**src/rtl/shift_reg_ctrl.sv**
```systemverilog
// Round-robin byte serializer controller. It drives an external 8-bit right-shift
// register and streams the granted byte LSB-first on a valid/ready serial port.
module shift_reg_ctrl (
   input  logic       clock,
   input  logic       reset,
   input  logic       req0,
   input  logic [7:0] data0,
   input  logic       req1,
   input  logic [7:0] data1,
   output logic       ack0,
   output logic       ack1,
   output logic       sr_load,
   output logic [7:0] sr_d_in,
   input  logic [7:0] sr_q,
   output logic       ser_valid,
   output logic       ser_data,
   input  logic       ser_ready,
   output logic       busy,
   output logic       done,
   output logic       done_id
);

   typedef enum logic [1:0] {IDLE, LOAD, SHIFT, DONE} state_t;

   typedef struct packed {
      logic       id;
      logic [7:0] data;
   } grant_t;

   state_t     state;
   logic [2:0] bit_cnt;
   logic [7:0] hold;
   logic       gnt_id;
   logic       last_id;

   logic   req_any;
   grant_t grant;

   // On a tie the requester that was not served last wins.
   always_comb begin
      req_any    = req0 | req1;
      grant.id   = (req0 & req1) ? ~last_id : req1;
      grant.data = grant.id ? data1 : data0;
   end

   always_ff @(posedge clock) begin
      if (reset) begin
         state   <= IDLE;
         bit_cnt <= 3'd0;
         hold    <= 8'd0;
         gnt_id  <= 1'b0;
         last_id <= 1'b1;
      end else begin
         case (state)
            IDLE: begin
               if (req_any) begin
                  hold    <= grant.data;
                  gnt_id  <= grant.id;
                  last_id <= grant.id;
                  state   <= LOAD;
               end
            end
            LOAD: begin
               bit_cnt <= 3'd0;
               state   <= SHIFT;
            end
            SHIFT: begin
               if (ser_ready) begin
                  bit_cnt <= bit_cnt + 3'd1;
                  if (bit_cnt == 3'd7) state <= DONE;
               end
            end
            DONE:    state <= IDLE;
            default: state <= IDLE;
         endcase
      end
   end

   // A stalled sink is handled by reloading the register with its own output.
   always_comb begin
      ack0      = 1'b0;
      ack1      = 1'b0;
      sr_load   = 1'b0;
      sr_d_in   = 8'd0;
      ser_valid = 1'b0;
      ser_data  = 1'b0;
      done      = 1'b0;
      done_id   = 1'b0;
      busy      = (state != IDLE);
      case (state)
         LOAD: begin
            sr_load = 1'b1;
            sr_d_in = hold;
            ack0    = ~gnt_id;
            ack1    = gnt_id;
         end
         SHIFT: begin
            ser_valid = 1'b1;
            ser_data  = sr_q[0];
            if (!ser_ready) begin
               sr_load = 1'b1;
               sr_d_in = sr_q;
            end
         end
         DONE: begin
            done    = 1'b1;
            done_id = gnt_id;
         end
         default: ;
      endcase
   end

endmodule

```
**config.mk**
```make
export PLATFORM = sky130hd
export DESIGN_NAME = shift_reg_ctrl
export DESIGN_NICKNAME = d
export VERILOG_FILES = /design/src/rtl/shift_reg_ctrl.sv
export SDC_FILE = /design/constraint.sdc
export NUM_CORES = 1
export LEC_CHECK = 0
export ABC_AREA = 1
export ABC_CLOCK_PERIOD_IN_PS = 2300
export BUFFER_PORTS_ARGS = -buffer_cell sky130_fd_sc_hd__clkbuf_2
export CAP_MARGIN = 20
export CORE_ASPECT_RATIO = 0.5
export CORE_MARGIN = 2
export CORE_UTILIZATION = 35
export DETAILED_ROUTE_END_ITERATION = 10
export PLACE_DENSITY = 0.69
export SYNTH_ARGS = -nofsm -noshare
export SYNTH_HDL_FRONTEND = slang
export SYNTH_SLANG_ARGS = --single-unit
```
**constraint.sdc**
```tcl
create_clock -name clock -period 2.3 [get_ports clock]
set_clock_uncertainty 0.05 [all_clocks]
set_input_delay 0.46 -clock clock [delete_from_list [all_inputs] [get_ports clock]]
set_output_delay 0.46 -clock clock [all_outputs]
set_load 0.005 [all_outputs]
```
# After elaboration in Yosys (flattened, before gate mapping)
# Cells that the tools add are included.
[classes] n_addsub=1 n_mul=0 n_div=0 magnitude_cmp=0 eq_ne=7 shifts=0 n_mux=18 bitwise=4 n_reduce_logical=6
[ops] operator="2-to-1 mux 8 bit" n=2
[ops] operator="case mux 8 bit (2 select lines)" n=1
[ops] operator="2-to-1 mux 1 bit" n=8
[ops] operator="case mux 2 bit (4 select lines)" n=1
[ops] operator="2-to-1 mux 2 bit" n=3
[ops] operator="!= test 2 bit, second input constant" n=3
[ops] operator="case mux 3 bit (2 select lines)" n=1
[ops] operator="equality test 2 bit, second input constant" n=2
[ops] operator="AND reduction 2 bit" n=2
[ops] operator="nonzero test 2 bit" n=2
[ops] operator="adder 3 x 1 -> 3 bit, second input constant" n=1
[ops] operator="equality test 3 bit, second input constant" n=1
[ops] operator="2-to-1 mux 3 bit" n=1
[ops] operator="AND reduction 3 bit" n=1
[ops] operator="equality test 2 x 1 -> 1 bit, second input constant" n=1
[ops] operator="zero test 2 bit" n=1
[ops] operator="NOT 1 bit" n=2
[ops] operator="case mux 1 bit (2 select lines)" n=1
[ops] operator="AND 1 bit" n=1
[ops] operator="bitwise OR 1 bit" n=1
[totals] register_bits=15 latch_bits=0 ram_bits=0 rom_bits=0 inputBits=29 out_inout_bits=16 word_cells=41 mem_count=0

# Depth between registers and ports, before layout
[depth] word_depth=4 ltp_mapped=8 depth_no_buf=8

# Least setup slack after synthesis
# Ideal clock, no wire load.
[synth_path] path_type="flip-flop to output port" start="register state[0]" end="output sr_d_in[1]" t_arrival_ns=1.134 required_ns=1.790 path_slack_ns=0.656 stages_incl_launch_ff=7 n_path_buf=0 path_cell_list="dfxtp_1 > inv_1 > ha_1 > inv_1 > nor2_1 > nand2_1 > a21oi_1"
[synth_via] elab_chain_len=2 word_cells_on_any_way=3 classes_between="eq/ne: 2; mux: 1"
[synth_rtl] element="start, declared" line_no="30" text="state_t state;"
[synth_rtl] element="start signal, assigned" line_no="48" text="state <= IDLE;"
[synth_rtl] element="start signal, assigned" line_no="60" text="state <= LOAD;"
[synth_rtl] element="start signal, assigned" line_no="65" text="state <= SHIFT;"
[synth_rtl] element="equality test 2 bit / equality test 2 x 1 -> 1 bit (equally long branches)" line_no="90" text="case (state)"
[synth_rtl] element="case mux 8 bit (2 select lines) *" line_no="90"
[synth_rtl] element="end, declared" line_no="13" text="output logic [7:0] sr_d_in,"
# Mark *: on every way between the ends. The rest lies on a longest branch, timed or not.

# Worst setup path after layout
[layout_path] start="register state[1]" end="output sr_d_in[3]"
# The elaborated chain is that of the path after synthesis.

==> impl_metrics.env <==
export IMPL_outcome="completed"
export IMPL_numCtsBuffers=3
export IMPL_synth_adder_area_share_pct=9.501
export IMPL_synth_simple_gate_area_share_pct=29.81
export IMPL_start_util_pct=38.55
export IMPL_setup_viol=0
export IMPL_achievable_frequency_mhz=469.0
export IMPL_grt_overflow_total=0
export IMPL_io_pins=45
export IMPL_power_density_nw_per_um2=989.2
export IMPL_synthTopCellsByCount="nand2_1, inv_1, dfxtp_1"
export IMPL_yosys_warnings=0
export IMPL_drv_slew=0
export IMPL_cp_arrival_ns=1.62
export IMPL_hold_ws_ns=0.3917
export IMPL_syn_to_final_growth_pct=27.08
export IMPL_first_pass_iters=4
export IMPL_holdBufCountCts=0
export IMPL_n_antenna_cell=0
export IMPL_post_cts_setup_buffer_count=0
export IMPL_drc=0
export IMPL_regArea_um2=300.3
export IMPL_antenna_found_initial=0
export IMPL_ys_top_cells_by_area="dfxtp_1, nand2_1, ha_1, inv_1, a21oi_2"
export IMPL_clk_pin_slew_worst_paths_ns=0.06
export IMPL_clkPwrFrac_pct=15.8
export IMPL_yosysTopAreaCellShare_pct=28.50
export IMPL_first_global_vias=1001
export IMPL_start_kind="flop"
export IMPL_tightest_slew_ns=0.3538
export IMPL_grt_usage_pct=15.03
export IMPL_worstSetupPathType="flop to output pin"
export IMPL_wl_per_cell_um=9.886
export IMPL_dp_slack_ns=0.3477
export IMPL_syn_nets=191
export IMPL_synth_top_family_by_area="simple AND/OR/NAND/NOR gates"
export IMPL_drive_above_1_share_pct=37.69
export IMPL_slew_headroom_pct=76.41
export IMPL_cts_sinks=15
export IMPL_rsz0062_at_grt="no"
export IMPL_netlist_instances=154
export IMPL_yosysUniqueCellTypes=20
export IMPL_root_buffer="clkbuf_8"
export IMPL_seqPwrFrac_pct=31.4
export IMPL_cts_tree="done"
export IMPL_routed_wl_mm=2.333
export IMPL_cts_repair_resized=0
export IMPL_synth_area_leader_cell="dfxtp_1"
export IMPL_synth_ff_type="dfxtp_1"
export IMPL_critPathRequiredTime_ns=1.79
export IMPL_synth_compound_area_share_pct=19.95
export IMPL_syn_cell_area_um2=1054
export IMPL_die_area_um2=3492
export IMPL_dp_hpwl_mm=1.799
export IMPL_setup_tns_ns=0
export IMPL_worst_skew_pair_late_latency_ns=0.24
export IMPL_maxCapViolations=0
export IMPL_synth_async_reset_ratio_pct=0
export IMPL_synth_most_common_cell="nand2_1"
export IMPL_ir_drop_v=0.0003034
export IMPL_synth_edf_count=0
export IMPL_seq_area_frac_synth_pct=28.50
export IMPL_layout_min_cycle_time_ns=2.132
export IMPL_combPwrFrac_pct=52.7
export IMPL_ys_ff_latch=15
export IMPL_swShare_pct=44.56
export IMPL_grt_first_pass_wirelength_mm=4.174
export IMPL_die_y_um=42.80
export IMPL_antenna_left=0
export IMPL_crit_fanout=10
export IMPL_end_kind="output pin"
export IMPL_rows=13
export IMPL_place_gp_congestion=0.8270
export IMPL_place_port_buffers=44
export IMPL_synth_mux_area_share_pct=0
export IMPL_leakage_nw=0.7232
export IMPL_grt_start_max_net_pins=18
export IMPL_p_int_mw=0.7342
export IMPL_fp_dieW_um=81.59
export IMPL_worstHoldPathType="input port to flop"
export IMPL_core_um2=2733
export IMPL_htree_num_levels=1
export IMPL_p_sw_mw=0.5901
export IMPL_post_route_period_util_pct=92.70
export IMPL_fill_cells=295
export IMPL_syn_avg_cell_area_um2=6.841
export IMPL_clock_path_buffers=2
export IMPL_synth_xor_xnor_area_share_pct=0
export IMPL_hold_viol_final=0
export IMPL_fin_ws_ns=0.1679
export IMPL_vias=1050
export IMPL_multi_input_area_um2=626.9
export IMPL_nets=237
export IMPL_drt_iter0_drc=42
export IMPL_viasPerCell=4.449
==> worst max-delay path, stage by stage, from the launching register on <==
cell and delay [ns]:
dfxtp_1 0.39, inv_1 0.12, ha_1 0.37, clkinvlp_4 0.21, a21oi_1 0.16, clkbuf_2 0.13
==> placed cells by master (no fill, tap or decap) <==
cell and count:
nand2_1 55, clkbuf_2 44, inv_1 19, dfxtp_1 15, a21oi_1 12, o21ai_2 8, a21oi_2 8, ha_1 8
nor2_1 7, inv_2 4, nand2_2 3, nand3_1 3, clkbuf_8 3, o21ai_0 2, nand4_1 2, clkinvlp_4 1
nor2_2 1, nor2_4 1, nor2_8 1, inv_4 1, clkbuf_1 1
==> sequential cells by signal (all words and copies together), names as in the netlist <==
| name | flops |
|---|---|
| gnt_id | 1 |
| last_id | 1 |
| state | 2 |
| bit_cnt | 3 |
| hold | 8 |
==> kinds of logic after synthesis <==
group | Yosys count
compound gates | 30
buf+inv | 28
fa+ha+maj | 8
flops | 15
simple gates | 73
==> path summary, 6_finish.rpt <==
path	depth (start not counted)	slack, ns	from	end
max reg2reg	7	0.79	state[0]$_SDFFE_PP0P_	last_id$_SDFFE_PP1P_
min	2	0.39	reset	bit_cnt[2]$_SDFFE_PP0P_
max	5	0.17	state[1]$_SDFFE_PP0P_	sr_d_in[3]
min reg2reg	2	0.43	bit_cnt[2]$_SDFFE_PP0P_	bit_cnt[2]$_SDFFE_PP0P_
==> metrics by stage <==
stage	cell area (um2)	utilization (%)	power (mW)	std cells
final	1339	48.99	1.324	236
after global routing	1339	48.99	1.457	236
after CTS	1333	48.76	1.330	236
after detailed placement	1287	47.12	1.111	232
after global placement	1287	47.12	1.101	232
after floorplan	1054	-	0.9575	154
==> routing by layer <==
| layer | up-vias | share of wire, % | GRT usage [%] |
|---|---|---|---|
| li1 | 568 | - | - |
| met1 | 464 | 47 | 19.31 |
| met2 | 14 | 48 | 25.57 |
| met3 | 4 | 3.4 | 3.191 |
| met4 | 0 | 1.2 | 4.000 |
| met5 | - | 0 | 0 |
==> power groups by stage <==
stage	Sequential, mW	Combinational [mW]	Clock, mW
2_1_floorplan	0.404	0.553	0
3_3_place_gp	0.416	0.686	0
3_5_place_dp	0.420	0.691	0
4_1_cts	0.416	0.697	0.217
5_1_grt	0.428	0.800	0.230
6_report	0.416	0.698	0.210
==> final cells by class <==
| type | count | area share [%] |
|---|---|---|
| repair buffers | 44 | 16.45 |
| well taps | 37 | 3.458 |
| inverters | 25 | 7.477 |
| multi-input cells | 111 | 46.82 |
| clock buffers | 4 | 3.364 |
| flip-flops and latches | 15 | 22.43 |
Power figures use the tool's default switching activity.
